## config.mk

```make
export PLATFORM = sky130hd
export DESIGN_NAME = array_loader_16x8
export DESIGN_NICKNAME = d
export VERILOG_FILES = /design/src/rtl/array_loader_16x8.sv
export SDC_FILE = /design/constraint.sdc
export NUM_CORES = 1
export LEC_CHECK = 0
export ABC_CLOCK_PERIOD_IN_PS = 2900
export CORE_MARGIN = 1.5
export CORE_UTILIZATION = 52
export DETAILED_ROUTE_END_ITERATION = 12
export PLACE_DENSITY = 0.81
export SYNTH_ARGS = -nofsm -noshare
export SYNTH_HDL_FRONTEND = slang
export SYNTH_SLANG_ARGS = --single-unit
```

## constraint.sdc

```tcl
create_clock -name Clk -period 2.9 [get_ports Clk]
set_input_delay 0.58 -clock Clk [delete_from_list [all_inputs] [get_ports Clk]]
set_output_delay 0.58 -clock Clk [all_outputs]
set_load 0.01 [all_outputs]
```

## src/rtl/array_loader_16x8.sv

```systemverilog
// Input stage of the 16-entry min/max finder: fills a 16x8 array from a valid/ready stream,
// hands it to the finder with a Start pulse, and holds it frozen until the finder is done.
module array_loader_16x8 #(
  parameter int unsigned WIDTH = 8,
  parameter int unsigned DEPTH = 16
) (
  input  logic             Clk,
  input  logic             Reset,
  input  logic [WIDTH-1:0] Din,
  input  logic             Din_valid,
  output logic             Din_ready,
  input  logic [3:0]       Rd_addr,
  output logic [WIDTH-1:0] Rd_data,
  input  logic             Fin_idle,
  input  logic             Fin_done,
  output logic             Start,
  output logic [4:0]       Count,
  output logic [7:0]       Batch_cnt,
  output logic             Qf,
  output logic             Qs,
  output logic             Qw
);

  localparam logic [4:0] LastIdx = 5'(DEPTH - 1);

  typedef enum logic [2:0] {
    StFill = 3'b001,
    StStrt = 3'b010,
    StWait = 3'b100
  } state_t;

  state_t           state;
  logic [WIDTH-1:0] mem [DEPTH];
  logic             accept;

  assign accept = (state == StFill) && Din_valid && !Reset;

  always_ff @(posedge Clk) begin
    if (Reset) begin
      state     <= StFill;
      Count     <= 5'd0;
      Batch_cnt <= 8'd0;
    end else begin
      unique case (state)
        StFill: begin
          if (Din_valid) begin
            Count <= Count + 5'd1;
            if (Count == LastIdx) state <= StStrt;
          end
        end
        StStrt: begin
          if (Fin_idle) state <= StWait;
        end
        StWait: begin
          if (Fin_done) begin
            state     <= StFill;
            Count     <= 5'd0;
            Batch_cnt <= Batch_cnt + 8'd1;
          end
        end
        default: state <= StFill;
      endcase
    end
  end

  // Storage is deliberately not reset; entries are undefined until written.
  always_ff @(posedge Clk) begin
    if (accept) mem[Count[3:0]] <= Din;
  end

  assign Rd_data      = mem[Rd_addr];
  assign Din_ready    = (state == StFill);
  assign Start        = (state == StStrt) && Fin_idle;
  assign {Qw, Qs, Qf} = state;

endmodule

```

==> summary.txt, run 1 <==
Timing
  • Crit path time final: 2.86 ns
  • Final setup fails: 0
  • Slew Viols, Final: 0
  • Max frequency: 349 MHz
  • Setup TNS Final: 0 ns
  • Final hold viol count: 0
  • Transition time of the tightest slew-check pin: 0.603 ns
  • Final worst setup slack: 0.0363 ns
  • Max-slew headroom: 59.7%
  • RSZ-0062 raised after global routing: no
  • Fin Hold WS: 0.496 ns
  • Skew final: 0.00726 ns
  • Final Cycle Share: 98.7%

Setup path
  • Worst path required time: 2.32 ns
  • Worst setup EP type: output port
  • CP Max Fanout: 9
  • WP data arrival: 2.28 ns
  • CP startpoint kind: input port
  • Crit Path Category: input port to output port

Finish
  • Final Util: 66.3%
  • Design Area, Final: 7220 sq um
  • Fin nets: 429
  • Final Instance Count excl. Fillers: 556
  • Fillers: 746
  • Share of layout cells above drive strength 1: 22.8%
  • Antenna Diode Count: 0
  • Area Overhead vs Synth: 23.4%

Drt
  • Via Count: 3265
  • Routed wl met3: 789 um
  • DR WL met2: 6.29 mm
  • Detailed-route DRC error count: 0
  • WL/cell: 21.7 um
  • DR iter-0 viols: 280
  • WL final: 12.1 mm
  • DRT antenna net count: 0
  • Initial DRT Pass Iterations: 5
  • M1 WL: 4.77 mm
  • Max layer used: met4
  • Vias/cell: 5.87

Synth
  • Yosys top cell area share: 65.7%
  • EDFF count, synth: 128
  • Register area share after synthesis: 71.1%
  • Post-synth top area cell: edfxtp_1
  • Syn Nets: 345
  • Syn avg cell area: 18.2 sq um
  • Synth Cell Area: 5850 sq um
  • Post-synth top cells: edfxtp_1, nor2_1, mux4_2, a22oi_1, dfxtp_1
  • Top cells by area, synth: edfxtp_1, mux4_2, mux4_1
  • Count leader, synth: edfxtp_1
  • Async S/R FF share, synth: 0%
  • Yosys warns: 0
  • Synth unique cells: 43
  • Ys flop type: edfxtp_1
  • Gate count after technology mapping: 322
  • #FFs+latches synth: 144

Power and ir drop
  • Total Power: 4.44 mW
  • Comb pwr share: 5.6%
  • Maximum vdd drop: 369 uV
  • Sw frac: 19.4%
  • Clk pwr share: 43.1%
  • Pint: 3.58 mW
  • Sw Pwr: 0.862 mW
  • Sequential share of power: 51.2%
  • Power Density: 615 nW/um^2
  • Leakage: 2.48 nW

Placement
  • Pre-CTS setup slack: -0.192 ns
  • DP Wirelength: 7.73 mm
  • Placement Cell Area: 6590 sq um
  • Placed Cells incl. Taps: 519
  • Routability Congestion: 0.733
  • Count of input and output buffers: 42

Floorplan
  • Initial Utilization: 53.8%
  • DIE AREA: 11900 sq um
  • I/O Pins: 43
  • Core Box Area: 10900 sq um
  • DIE HEIGHT: 109 um
  • Row count: 38
  • Die width: 109 um

GRT
  • Grt ovf: 0
  • Vias in the first global route: 3393
  • GRT Total Usage: 22.0%
  • Global-route wire length before repair: 18.1 mm
  • Antenna violations before repair: 0
  • Largest net degree at the start of global routing: 20

Status
  • Status: complete, no violations

CTS
  • Clock Tree Root: clkbuf_8
  • CTS clock-pin slew for the worst setup and hold paths: 0.06 ns
  • CTS Buf Count: 17
  • Clock sink total: 144
  • CTS tree: yes
  • Clk_lat worst skew: 0.52 ns
  • CTS max path bufs: 2
  • Htree depth: 4

Flow run
  • Max-Cap Viols: 0

Min path
  • Min-delay worst type: flop to flop
-- placed cells by master (no fill, tap or decap), types with 7 or more instances in the layout --
cell type        instances
a21oi_1                  8
a22oi_1                 11
buf_4                   34
clkbuf_16               17
clkdlybuf4s50_1         35
dfxtp_1                 16
edfxtp_1               128
inv_1                    7
mux4_1                  10
mux4_2                  22
nand2_1                 15
nand3_1                 11
nor2_1                  21
-- cell families (layout without fill, tap and decap cells) --
kind of cell,Yosys count,count (layout),share of synthesized area (%)
flops,144,144,71.1
mux,35,35,13.8
xor+xnor,1,1,0.150
compound gates,35,35,3.93
buf+inv,23,117,2.39
fa+ha+maj,6,6,1.28
simple gates,78,78,7.33
-- path summary, 6_finish.rpt --
path | from | end | slack [ns] | cells past startpoint
setup reg to reg | state[0]$_SDFFE_PP1P_ | mem[2][7]$_DFFE_PP_ | 0.83 | 4
setup / recovery | Rd_addr[0] | Rd_data[5] | 0.04 | 7
hold reg to reg | Count[4]$_SDFFE_PP0P_ | Count[4]$_SDFFE_PP0P_ | 0.50 | 2
hold / removal | Count[4]$_SDFFE_PP0P_ | Count[4]$_SDFFE_PP0P_ | 0.50 | 2
-- per-layer routing --
metal / vias up / track usage, %
met2: 129 / 37.1
met5: - / 0
met4: 0 / 7.80
li1: 1472 / -
met3: 17 / 6.69
met1: 1647 / 26.8
-- cell type report --
type	count	area [sq um]	area share [%]
clock buffers	18	418	5.79
well taps	140	175	2.43
repair buffers	81	781	10.8
inverters	7	26.3	0.364
flip-flops and latches	144	4160	57.6
multi-input cells	155	1560	21.6
clock inverters	11	100	1.39
-- power by group through the flow --
stage / registers, mW / clock network, mW / logic [mW]
2_1_floorplan: 2.32 / 0 / 0.117
3_3_place_gp: 2.32 / 0 / 0.224
3_5_place_dp: 2.32 / 0 / 0.231
4_1_cts: 2.28 / 1.95 / 0.236
5_1_grt: 2.28 / 2.03 / 0.269
6_report: 2.28 / 1.92 / 0.250
-- state kept, by name, indices dropped and copies added, names as in the netlist --
| signal | flops |
|---|---|
| Count | 5 |
| mem | 128 |
| Batch_cnt | 8 |
| state | 3 |
-- critical path, stage by stage --
cell and delay, ns:
clkbuf_4 0.18, buf_12 0.16, buf_4 0.12, mux4_2 0.48, a22oi_1 0.19, nand2_1 0.09, clkdlybuf4s50_1 0.49
-- timing repair --
action | in CTS | in global routing
endpoints found under the setup margin | 8 | 8
resized for setup | 7 | 13
hold buffers | 0 | 0
cloned | 0 | 1
setup buffers | 0 | 7
Power figures use the tool's default switching activity.
==> inputs of run 2 (changes only) <==
- GPL_TIMING_DRIVEN: default -> 1
==> results of run 2 <==
Same layout as run 1: the final DEF is identical, and so are final timing and power.
==> inputs of run 3 (changes only) <==
- CELL_PAD_IN_SITES_DETAIL_PLACEMENT: default -> 2
- CELL_PAD_IN_SITES_GLOBAL_PLACEMENT: default -> 2
- CORE_UTILIZATION: 52 -> 44
- CTS_CLUSTER_DIAMETER: default -> 80
- GPL_ROUTABILITY_DRIVEN: default -> 0
- PLACE_DENSITY: 0.81 -> 0.88
==> run 3 against run 2 <==
Non-clock buffer count is 1 lower. Die area is 18% higher. First-iteration DRC count is 13% higher. Sequential share of layout area is 0.76 points lower. Worst setup slack better by 0.019 ns. Flip-flop and latch count stayed put. Maximum frequency is 0.68% higher. Clock-buffer cell count is 4 higher.
==> summary.txt, run 3 (same netlist as run 1, synthesis figures left out) <==
Setup path
  • CP startpoint kind: input port
  • R2r setup slk: 0.69 ns (-0.14 ns)
  • Slowest stage delay, CP: 0.48 ns (about the same)
  • Worst path slowest cell: clkdlybuf4s50_1
  • Worst Path Buf+Inv: 3 (-1)
  • Reg-to-Reg End: mem[3][0]$_DFFE_PP_
  • Worst path depth: 6 (-1)
  • Crit Path Category: input port to output port
  • WP data arrival: 2.26 ns (-0.02 ns)
  • Cells on worst reg2reg path: 4 (unchanged)
  • Worst setup endpoint: Rd_data[7]
  • Worst setup EP type: output port
  • Cell breakdown of the critical path: dlygate4sd2_1 -> buf_6 -> mux4_2 -> a22oi_1 -> nand2_1 -> clkdlybuf4s50_1
  • Worst path required time: 2.32 ns (about the same)
  • RR Startpoint: state[0]$_SDFFE_PP1P_
  • Crit. Startpoint: Rd_addr[1]
  • CP delay by family, top: buffers and inverters
  • CP Max Fanout: 12 (+3)

Timing
  • Transition time of the tightest slew-check pin: 0.679 ns (+0.0763 ns)
  • Final hold viol count: 0 (unchanged)
  • Slew Viols, Final: 0 (unchanged)
  • Max-slew headroom: 54.6% (-5.1 points)
  • Final setup fails: 0 (unchanged)
  • Final worst setup slack: 0.0557 ns (+0.0194 ns)
  • Setup TNS Final: 0 ns (unchanged)
  • Skew final: 0.0101 ns (+0.00284 ns)
  • Final Cycle Share: 98.1% (-0.67 points)
  • Max frequency: 352 MHz (+0.68%)
  • Crit path time final: 2.84 ns (-0.0194 ns)

Floorplan
  • DIE HEIGHT: 118 um (+8.5%)
  • Initial Utilization: 45.8% (-7.9 points)
  • I/O Pins: 43 (unchanged)
  • Die width: 118 um (+8.5%)
  • Core Box Area: 12800 sq um (+17%)
  • DIE AREA: 14000 sq um (+18%)
  • Row count: 41 (+7.9%)

CTS
  • CTS clock-pin slew for the worst setup and hold paths: 0.06 ns (about the same)
  • CTS Hold Bufs: 0 (unchanged)
  • Htree depth: 4 (unchanged)
  • CTS Buf Count: 17 (unchanged)
  • CTS tree: yes
  • Clock sink total: 144 (unchanged)
  • CTS max path bufs: 2 (unchanged)
  • Clock Tree Root: clkbuf_16
  • Clk_lat worst skew: 0.42 ns (-0.10 ns)

Finish
  • Fillers: 1095 (+47%)
  • Fin nets: 428 (-0.23%)
  • Area Overhead vs Synth: 25.1%
  • Final Util: 57.3% (-9.0 points)
  • Commonest non-fill, non-tap cell in the layout: edfxtp_1
  • Commonest cells after routing, fill and taps aside: edfxtp_1, clkdlybuf4s50_1, buf_4
  • Antenna Diode Count: 0 (unchanged)
  • Largest register FFs: 128 (unchanged)
  • Area of the multi-input gates: 1570 sq um (+0.48%)
  • Share of layout cells above drive strength 1: 23.4% (+0.61 points)
  • Reg area: 4160 sq um (unchanged)

Power and ir drop
  • Clk pwr share: 45.5% (+2.4 points)
  • Sequential share of power: 48.8% (-2.4 points)
  • Power Density: 639 nW/um^2 (+3.8%)
  • Leakage: 2.46 nW (-0.86%)
  • Comb pwr share: 5.7% (about the same)
  • Maximum vdd drop: 388 uV (+5.3%)
  • Sw Pwr: 1.03 mW (+20%)
  • Sw frac: 22.1% (+2.7 points)
  • Pint: 3.64 mW (+1.6%)

Drt
  • WL final: 17.4 mm (+44%)
  • Vias/cell: 5.81 (-1.1%)
  • DRT antenna net count: 0 (unchanged)
  • WL/cell: 29.4 um (+36%)
  • Detailed-route DRC error count: 0 (unchanged)
  • Via Count: 3426 (+4.9%)
  • Initial DRT Pass Iterations: 5 (unchanged)
  • DR iter-0 viols: 315 (+13%)

Placement
  • DP Wirelength: 11.0 mm (+42%)
  • Pre-CTS setup slack: -0.282 ns (-0.0892 ns)
  • Count of input and output buffers: 42 (unchanged)

GRT
  • Vias in the first global route: 3777 (+11%)
  • GR Util met2: 45.6% (+8.5 points)
  • Met3 Use GR: 6.32% (-0.37 points)
  • Antenna violations before repair: 0 (unchanged)
  • Largest net degree at the start of global routing: 19 (-5.0%)
  • Met1 usage in global routing: 32.7% (+5.9 points)
  • Grt ovf: 0 (unchanged)
  • GRT Total Usage: 26.4% (+4.4 points)
  • Global-route wire length before repair: 25.9 mm (+42%)
  • GR peak layer: met2

Flow run
  • Max-Cap Viols: 0 (unchanged)

Min path
  • Hold path startpoint: Count[4]$_SDFFE_PP0P_
  • Min-delay worst type: flop to flop

Status
  • Status: complete, no violations
[run 3: cell count changes in the layout (fill, tap and decap cells not counted), moves of 2 or more]
cell	change
clkinv_4	+2
bufinv_16	-2
dlygate4sd2_1	+5
clkinvlp_4	+7
buf_12	+2
mux4_1	+2
mux4_2	-2
clkinv_1	-4
clkinv_2	-4
dlymetal6s2s_1	-3
clkbuf_16	+3
buf_4	-2
clkdlybuf4s50_1	-2
[run 3: area by class of cell]
class	instances	share of cell area, %
Sequential cell	144	56.9
Clock buffer	22	6.94
Multi-Input combinational cell	155	21.4
Tap cell	172	2.94
Timing Repair Buffer	80	10.4
Clock inverter	10	1.03
Inverter	7	0.359
[run 3: worst min-delay path, delay by kind of cell, from the launching register on]
kind            cells  cell delay (ns)
compound gates      1             0.06
flops               1             0.32
simple gates        1             0.07
[run 3: through the flow]
stage / area [sq um] / power [mW] / hold WS, ns / instances
final: 7320 / 4.67 / 0.496 / 590
after global routing: 7320 / 4.79 / 0.529 / 590
after CTS: 7270 / 4.70 / 0.500 / 584
after detailed placement: 6650 / 2.58 / 0.486 / 549
after global placement: 6650 / 2.55 / 0.475 / 549
after floorplan: 5850 / 2.44 / 0.504 / 322
[run 3: worst min-delay path by stage]
stage,slack [ns],to,cells past startpoint
6_report,0.50,Count[4]$_SDFFE_PP0P_,2
3_5_place_dp,0.49,Count[4]$_SDFFE_PP0P_,2
4_1_cts,0.50,Count[4]$_SDFFE_PP0P_,2
2_1_floorplan,0.50,Count[4]$_SDFFE_PP0P_,2
3_3_place_gp,0.47,Count[4]$_SDFFE_PP0P_,2
5_1_grt,0.53,Count[4]$_SDFFE_PP0P_,2
[run 3: routing by layer]
layer | up-vias | part of all wire, %
met5 | - | 0
met4 | 0 | 1.9
met3 | 21 | 4.3
met2 | 110 | 52
met1 | 1818 | 41
li1 | 1477 | -
[run 3: what timing repair did]
item,CTS,global route
setup endpoints to repair,8,3
pin swaps,0,0
gates resized for setup,12,4
hold endpoints to repair,0,0
buffers inserted,3,6
[run 3: power by group through the flow]
stage / combinational (mW) / clock, mW / sequential, mW
3_5_place_dp: 0.256 / 0 / 2.32
5_1_grt: 0.285 / 2.23 / 2.28
2_1_floorplan: 0.117 / 0 / 2.32
6_report: 0.268 / 2.13 / 2.28
4_1_cts: 0.262 / 2.16 / 2.28
3_3_place_gp: 0.237 / 0 / 2.32
